[src/rtl/serial_word_receiver.sv]
// Serial-to-parallel word receiver with a double-buffered output.
// Bits arrive on sin (qualified by svalid). frame marks the first bit of a word,
// and dir, sampled on that first bit, selects LSB-first (0) or MSB-first (1) order.
// A completed word moves into the output holding register and is offered on a
// valid/ready interface. The next word can shift in while the current one waits.
// Optional build macro: SERIAL_RX_PARITY_EN adds a trailing even-parity bit per word.
module serial_word_receiver #(
  parameter int unsigned WIDTH = 16
) (
  input  logic             clock,
  input  logic             reset_n,
  input  logic             sin,
  input  logic             svalid,
  input  logic             frame,
  input  logic             dir,
  output logic [WIDTH-1:0] out,
  output logic             out_valid,
  input  logic             out_ready,
  output logic             busy,
  output logic             overrun,
  output logic             frame_err,
  input  logic             clr_err,
  output logic             par_err
);

  localparam int unsigned CntW = $clog2(WIDTH + 1);

  typedef enum logic [1:0] {
    StIdle,
    StShift,
    StParity
  } state_e;

  state_e state_q, state_d;

  logic [WIDTH-1:0] sh_q, sh_d;
  logic [CntW-1:0]  cnt_q, cnt_d;
  logic             dir_q, dir_d;
  logic [WIDTH-1:0] out_q, out_d;
  logic             out_valid_q, out_valid_d;
  logic             overrun_q, overrun_d;
  logic             frame_err_q, frame_err_d;

  // Decoded per-cycle events
  logic             restart;      // frame bit accepted: start (or restart) a word
  logic             mid_frame;    // frame bit arrived while a word was in progress
  logic             data_bit;     // ordinary data bit shifted into the current word
  logic             last_data;    // data_bit that is the WIDTH-th bit of the word
  logic             word_done;    // a complete, good word is ready for transfer
  logic [WIDTH-1:0] word;         // the word offered for transfer
  logic [WIDTH-1:0] sh_shifted;   // shift register after accepting sin

`ifdef SERIAL_RX_PARITY_EN
  logic parity_bit;
  logic parity_ok;
  logic par_err_q, par_err_d;
`endif

  // dir=0 fills from the top (LSB first), dir=1 fills from the bottom (MSB first).
  function automatic logic [WIDTH-1:0] shift_in(input logic [WIDTH-1:0] base,
                                                input logic             d,
                                                input logic             b);
    if (d) begin
      return {base[WIDTH-2:0], b};
    end
    return {b, base[WIDTH-1:1]};
  endfunction

  // Decode which event the current serial beat represents.
  always_comb begin
    restart    = svalid && frame;
    mid_frame  = restart && (state_q != StIdle);
    data_bit   = svalid && !frame && (state_q == StShift);
    last_data  = data_bit && (cnt_q == CntW'(WIDTH - 1));
    sh_shifted = shift_in(sh_q, dir_q, sin);
`ifdef SERIAL_RX_PARITY_EN
    parity_bit = svalid && !frame && (state_q == StParity);
    // Even parity: data bits plus the parity bit must XOR to zero.
    parity_ok  = ((^sh_q) ^ sin) == 1'b0;
    word_done  = parity_bit && parity_ok;
    word       = sh_q;
`else
    word_done  = last_data;
    word       = sh_shifted;
`endif
  end

  // FSM state register.
  always_ff @(posedge clock or negedge reset_n) begin
    if (!reset_n) begin
      state_q <= StIdle;
    end else begin
      state_q <= state_d;
    end
  end

  // FSM next-state logic.
  always_comb begin
    state_d = state_q;
    case (state_q)
      StIdle: begin
        if (restart) begin
          state_d = StShift;
        end
      end
      StShift: begin
        if (restart) begin
          state_d = StShift;
        end else if (last_data) begin
`ifdef SERIAL_RX_PARITY_EN
          state_d = StParity;
`else
          state_d = StIdle;
`endif
        end
      end
      StParity: begin
`ifdef SERIAL_RX_PARITY_EN
        if (restart) begin
          state_d = StShift;
        end else if (parity_bit) begin
          state_d = StIdle;
        end
`else
        state_d = StIdle;
`endif
      end
      default: state_d = StIdle;
    endcase
  end

  // Shift register, bit counter and latched bit order.
  always_comb begin
    sh_d  = sh_q;
    cnt_d = cnt_q;
    dir_d = dir_q;
    if (restart) begin
      // The partial word (if any) is discarded; this bit becomes bit 0.
      sh_d  = shift_in('0, dir, sin);
      cnt_d = CntW'(1);
      dir_d = dir;
    end else if (data_bit) begin
      sh_d  = sh_shifted;
      cnt_d = last_data ? '0 : cnt_q + 1'b1;
    end
  end

  // Output holding register, handshake and sticky error flags.
  always_comb begin
    out_d       = out_q;
    // An accepted word drops valid unless a new word is loaded this same edge.
    out_valid_d = out_valid_q && !out_ready;
    // Clear first so that a coinciding set event wins.
    overrun_d   = overrun_q && !clr_err;
    frame_err_d = frame_err_q && !clr_err;
    if (word_done) begin
      if (!out_valid_q || out_ready) begin
        out_d       = word;
        out_valid_d = 1'b1;
      end else begin
        overrun_d = 1'b1;
      end
    end
    if (mid_frame) begin
      frame_err_d = 1'b1;
    end
  end

`ifdef SERIAL_RX_PARITY_EN
  // Sticky parity error; a bad word never touches the output register.
  always_comb begin
    par_err_d = par_err_q && !clr_err;
    if (parity_bit && !parity_ok) begin
      par_err_d = 1'b1;
    end
  end

  // Parity error flag register.
  always_ff @(posedge clock or negedge reset_n) begin
    if (!reset_n) begin
      par_err_q <= 1'b0;
    end else begin
      par_err_q <= par_err_d;
    end
  end
`endif

  // Datapath and output registers.
  always_ff @(posedge clock or negedge reset_n) begin
    if (!reset_n) begin
      sh_q        <= '0;
      cnt_q       <= '0;
      dir_q       <= 1'b0;
      out_q       <= '0;
      out_valid_q <= 1'b0;
      overrun_q   <= 1'b0;
      frame_err_q <= 1'b0;
    end else begin
      sh_q        <= sh_d;
      cnt_q       <= cnt_d;
      dir_q       <= dir_d;
      out_q       <= out_d;
      out_valid_q <= out_valid_d;
      overrun_q   <= overrun_d;
      frame_err_q <= frame_err_d;
    end
  end

  // Drive module outputs from state.
  always_comb begin
    out       = out_q;
    out_valid = out_valid_q;
    busy      = (state_q != StIdle);
    overrun   = overrun_q;
    frame_err = frame_err_q;
`ifdef SERIAL_RX_PARITY_EN
    par_err   = par_err_q;
`else
    par_err   = 1'b0;
`endif
  end

endmodule

[config.mk]
export PLATFORM = sky130hd
export DESIGN_NAME = serial_word_receiver
export DESIGN_NICKNAME = d
export VERILOG_FILES = /design/src/rtl/serial_word_receiver.sv
export SDC_FILE = /design/constraint.sdc
export NUM_CORES = 1
export LEC_CHECK = 0
export CAP_MARGIN = 20
export CORE_MARGIN = 3
export CORE_UTILIZATION = 36
export DETAILED_ROUTE_END_ITERATION = 16
export PLACE_DENSITY = 0.61
export SYNTH_ARGS = -nofsm -noshare
export SYNTH_HDL_FRONTEND = slang
export SYNTH_SLANG_ARGS = --single-unit
[constraint.sdc]
create_clock -name clock -period 2.8 [get_ports clock]
set_input_delay 0.7 -clock clock [delete_from_list [all_inputs] [get_ports clock]]
set_output_delay 0.7 -clock clock [all_outputs]
set_load 0.05 [all_outputs]
==> run summary <==
post-synthesis sequential area ratio: 56.0%
fmax: 0.415 GHz
Syn Area/Cell: 11.7 um2
Placer Congestion: 0.753
initial antenna violation count: 0
Setup Buffers After CTS: 0
most frequent cells in the layout: 42 x dfrtp_1, 26 x clkdlybuf4s50_1, 22 x mux2i_1, 19 x nand2_1, 14 x o21ai_0
Most Crowded Layer GR: met2
fillers: 482
first-pass GRT wire length: 6220 um
met2 Resource Use GR: 19.3%
Synth Area in Simple Gates: 10.3%
worst flop-to-flop path startpoint: state_q[0]
hold path endpoint: sh_q[15]
power density cells: 510 mW/mm2
Clock Tree Buf Depth: 2
CTS Root Cell: clkbuf_8
total track usage: 13.1%
RSZ-0062 raised after global routing: no
R2R cell count: 4
met1 global-route usage: 17.8%
Setup TNS Final: 0 ps
WL/cell: 13.5 um
Mapped Cells: 160
via count: 1270
dpl ws: 281 ps
cell leakage power: 0.00105 uW
CTS tree: done
synth-to-layout area growth: 22.6%
Rows: 25
VDD IR-drop max: 0.385 mV
Clock Latency Late Sink: 290 ps
slowest CP cell: clkdlybuf4s50_1
Clock Skew: 2.54 ps
xor/xnor share of the synthesized area: 0.466%
post-synthesis mux area share: 17.7%
Num CTS Buffers: 5
Gates resized, CTS repair: 0
count of pins over their slew limit: 0
# hold bufs at CTS: 0
gr ovfl total: 0
final core occ: 47.2%
main combinational cell family by area after synthesis: multiplexers
HP Class: reg2reg
H-tree depth: 2
# DRC: 0
hold_sp: sh_q[15]
I/O pin cnt: 29
Die Y: 78.2 um
CP endpoint kind: output port
Worst setup SP type: flop
Setup WS post-layout: 389 ps
core area: 0.00488 mm2
flops & latches, synth: 42
most common cell after layout, fill and taps aside: dfrtp_1
Initial Utilization: 38.5%
CP required: 2100 ps
DPL Wire Length: 2460 um
Iter 0 DRT Violations: 100
Critical Path AT: 1710 ps
CP cell instances: clkdlybuf4s50_1
RR Endpoint: out[13]
clock slew seen by the registers of the worst setup and hold paths: 70 ps
Worst slew margin: 39.6%
vias per std cell: 4.92
Synth Net Count: 169
ANT cells: 0
Final Hold Viols: 0
worst path bufs/invs: 1
Compound-Gate Fraction of Synth Area: 9.86%
DRT Wirelength: 3490 um
share of cells above drive strength 1: 13.1%
period utilisation layout: 86.1%
met3 usage: 4.24%
crit-path max FO: 8
setup violators final: 0
Worst Path Class, Setup: reg2out
Worst R2R Setup Slack: 990 ps
post-synth cell types: 32
Tmin final: 2410 ps
Worst Max-Slew Pin Slew: 906 ps
Routed Antenna Nets: 0
CP delay by family, top: buffers and inverters
Synthesis Warnings: 0
first-pass iteration count of the detailed router: 5
adder-cell share of the synthesized area: 0.666%
clock tree sinks: 42
vias in the first global route: 1263
DIE AREA: 0.00612 mm2
# port buffers: 27
Synth Cell Area: 0.00188 mm2
max_cap viols: 0
die width: 78.2 um
largest net degree at the start of global routing: 43
Nets: 200
WHS Path Cells: 2
Largest stage delay, worst path: 890 ps
status: finished, final reports clean
sequential cells by signal, summed over array words and instances, names as in the netlist:
register	flops
sh_q	16
frame_err	1
dir_q	1
out	16
cnt_q	5
state_q	1
overrun	1
out_valid	1
synth_stat cells (all sizes together):
cell / instances / area share, %
a211oi: 1 / 0.40
a21o: 1 / 0.40
and4b: 1 / 0.53
ha: 1 / 0.67
nor2: 1 / 0.20
xor2: 1 / 0.47
a21oi: 2 / 0.53
o22ai: 1 / 0.33
nor4b: 1 / 1.3
o21ai: 15 / 4.0
inv: 13 / 2.6
or4b: 1 / 0.73
clkbuf: 5 / 1.0
o31ai: 1 / 0.40
nor3: 2 / 0.53
nand2: 19 / 3.8
o211a: 1 / 0.53
nand3b: 1 / 1.1
and2: 1 / 0.33
conb: 1 / 0.20
nand2b: 2 / 0.67
a32o: 1 / 0.53
mux2i: 22 / 12
mux2: 10 / 6.0
dfrtp: 42 / 56
a22o: 5 / 2.3
or3: 1 / 0.33
nand3: 3 / 0.80
o211ai: 1 / 0.40
buf: 3 / 1.3
worst max path at each step:
stage / from / to / slack (ps) / depth (start not counted)
after floorplan: state_q[0] / out[11] / 940 / 3
after global placement: svalid / out[14] / 310 / 5
after detailed placement: svalid / out[13] / 280 / 5
after CTS: state_q[0] / busy / 390 / 1
after global routing: state_q[0] / busy / 320 / 1
final: state_q[0] / busy / 390 / 1
stage by stage:
step	std cells	cell area (um2)	total power (uW)	hold slack [ps]
detailed placement	251	2220	819	487
CTS	258	2300	1190	504
floorplan	160	1880	761	404
global placement	251	2220	815	472
global route	258	2300	1240	531
finish	258	2300	1170	503
where the power goes:
group	leakage, uW	internal (uW)	total [uW]	switching (uW)
Clock	0.0000373	171	368	197
Sequential	0.000514	632	665	32.8
Combinational	0.000501	62.5	141	78.4
Total	0.00105	865	1170	308
final cells by class:
cell class              count  area (um2)  share of cell area (%)
flip-flops and latches     42        1050                    45.7
multi-input cells          97         736                    32.0
repair buffers             32         303                    13.2
well taps                  67        83.8                    3.64
clock buffers               6        72.6                    3.15
inverters                  13        48.8                    2.12
clock inverters             1        7.51                   0.326
routing by layer:
metal  wire (um)  vias up  part of all wire (%)
met1        1660      601                    48
met4          69        0                   2.0
met3         211        6                   6.1
li1            -      614                     -
met5           0        -                     0
met2        1540       49                    44
kinds of logic (layout without fill, tap and decap cells):
group                      Yosys count  count (layout)
DFF                                 42              42
and+or+nand+nor                     33              33
muxes                               32              32
AOI/OAI and AO/OA                   29              29
buffers and inverters               21              52
adders and majority gates            1               1
other                                1               1
xor gates and xnor gates             1               1
Power figures use the tool's default switching activity.
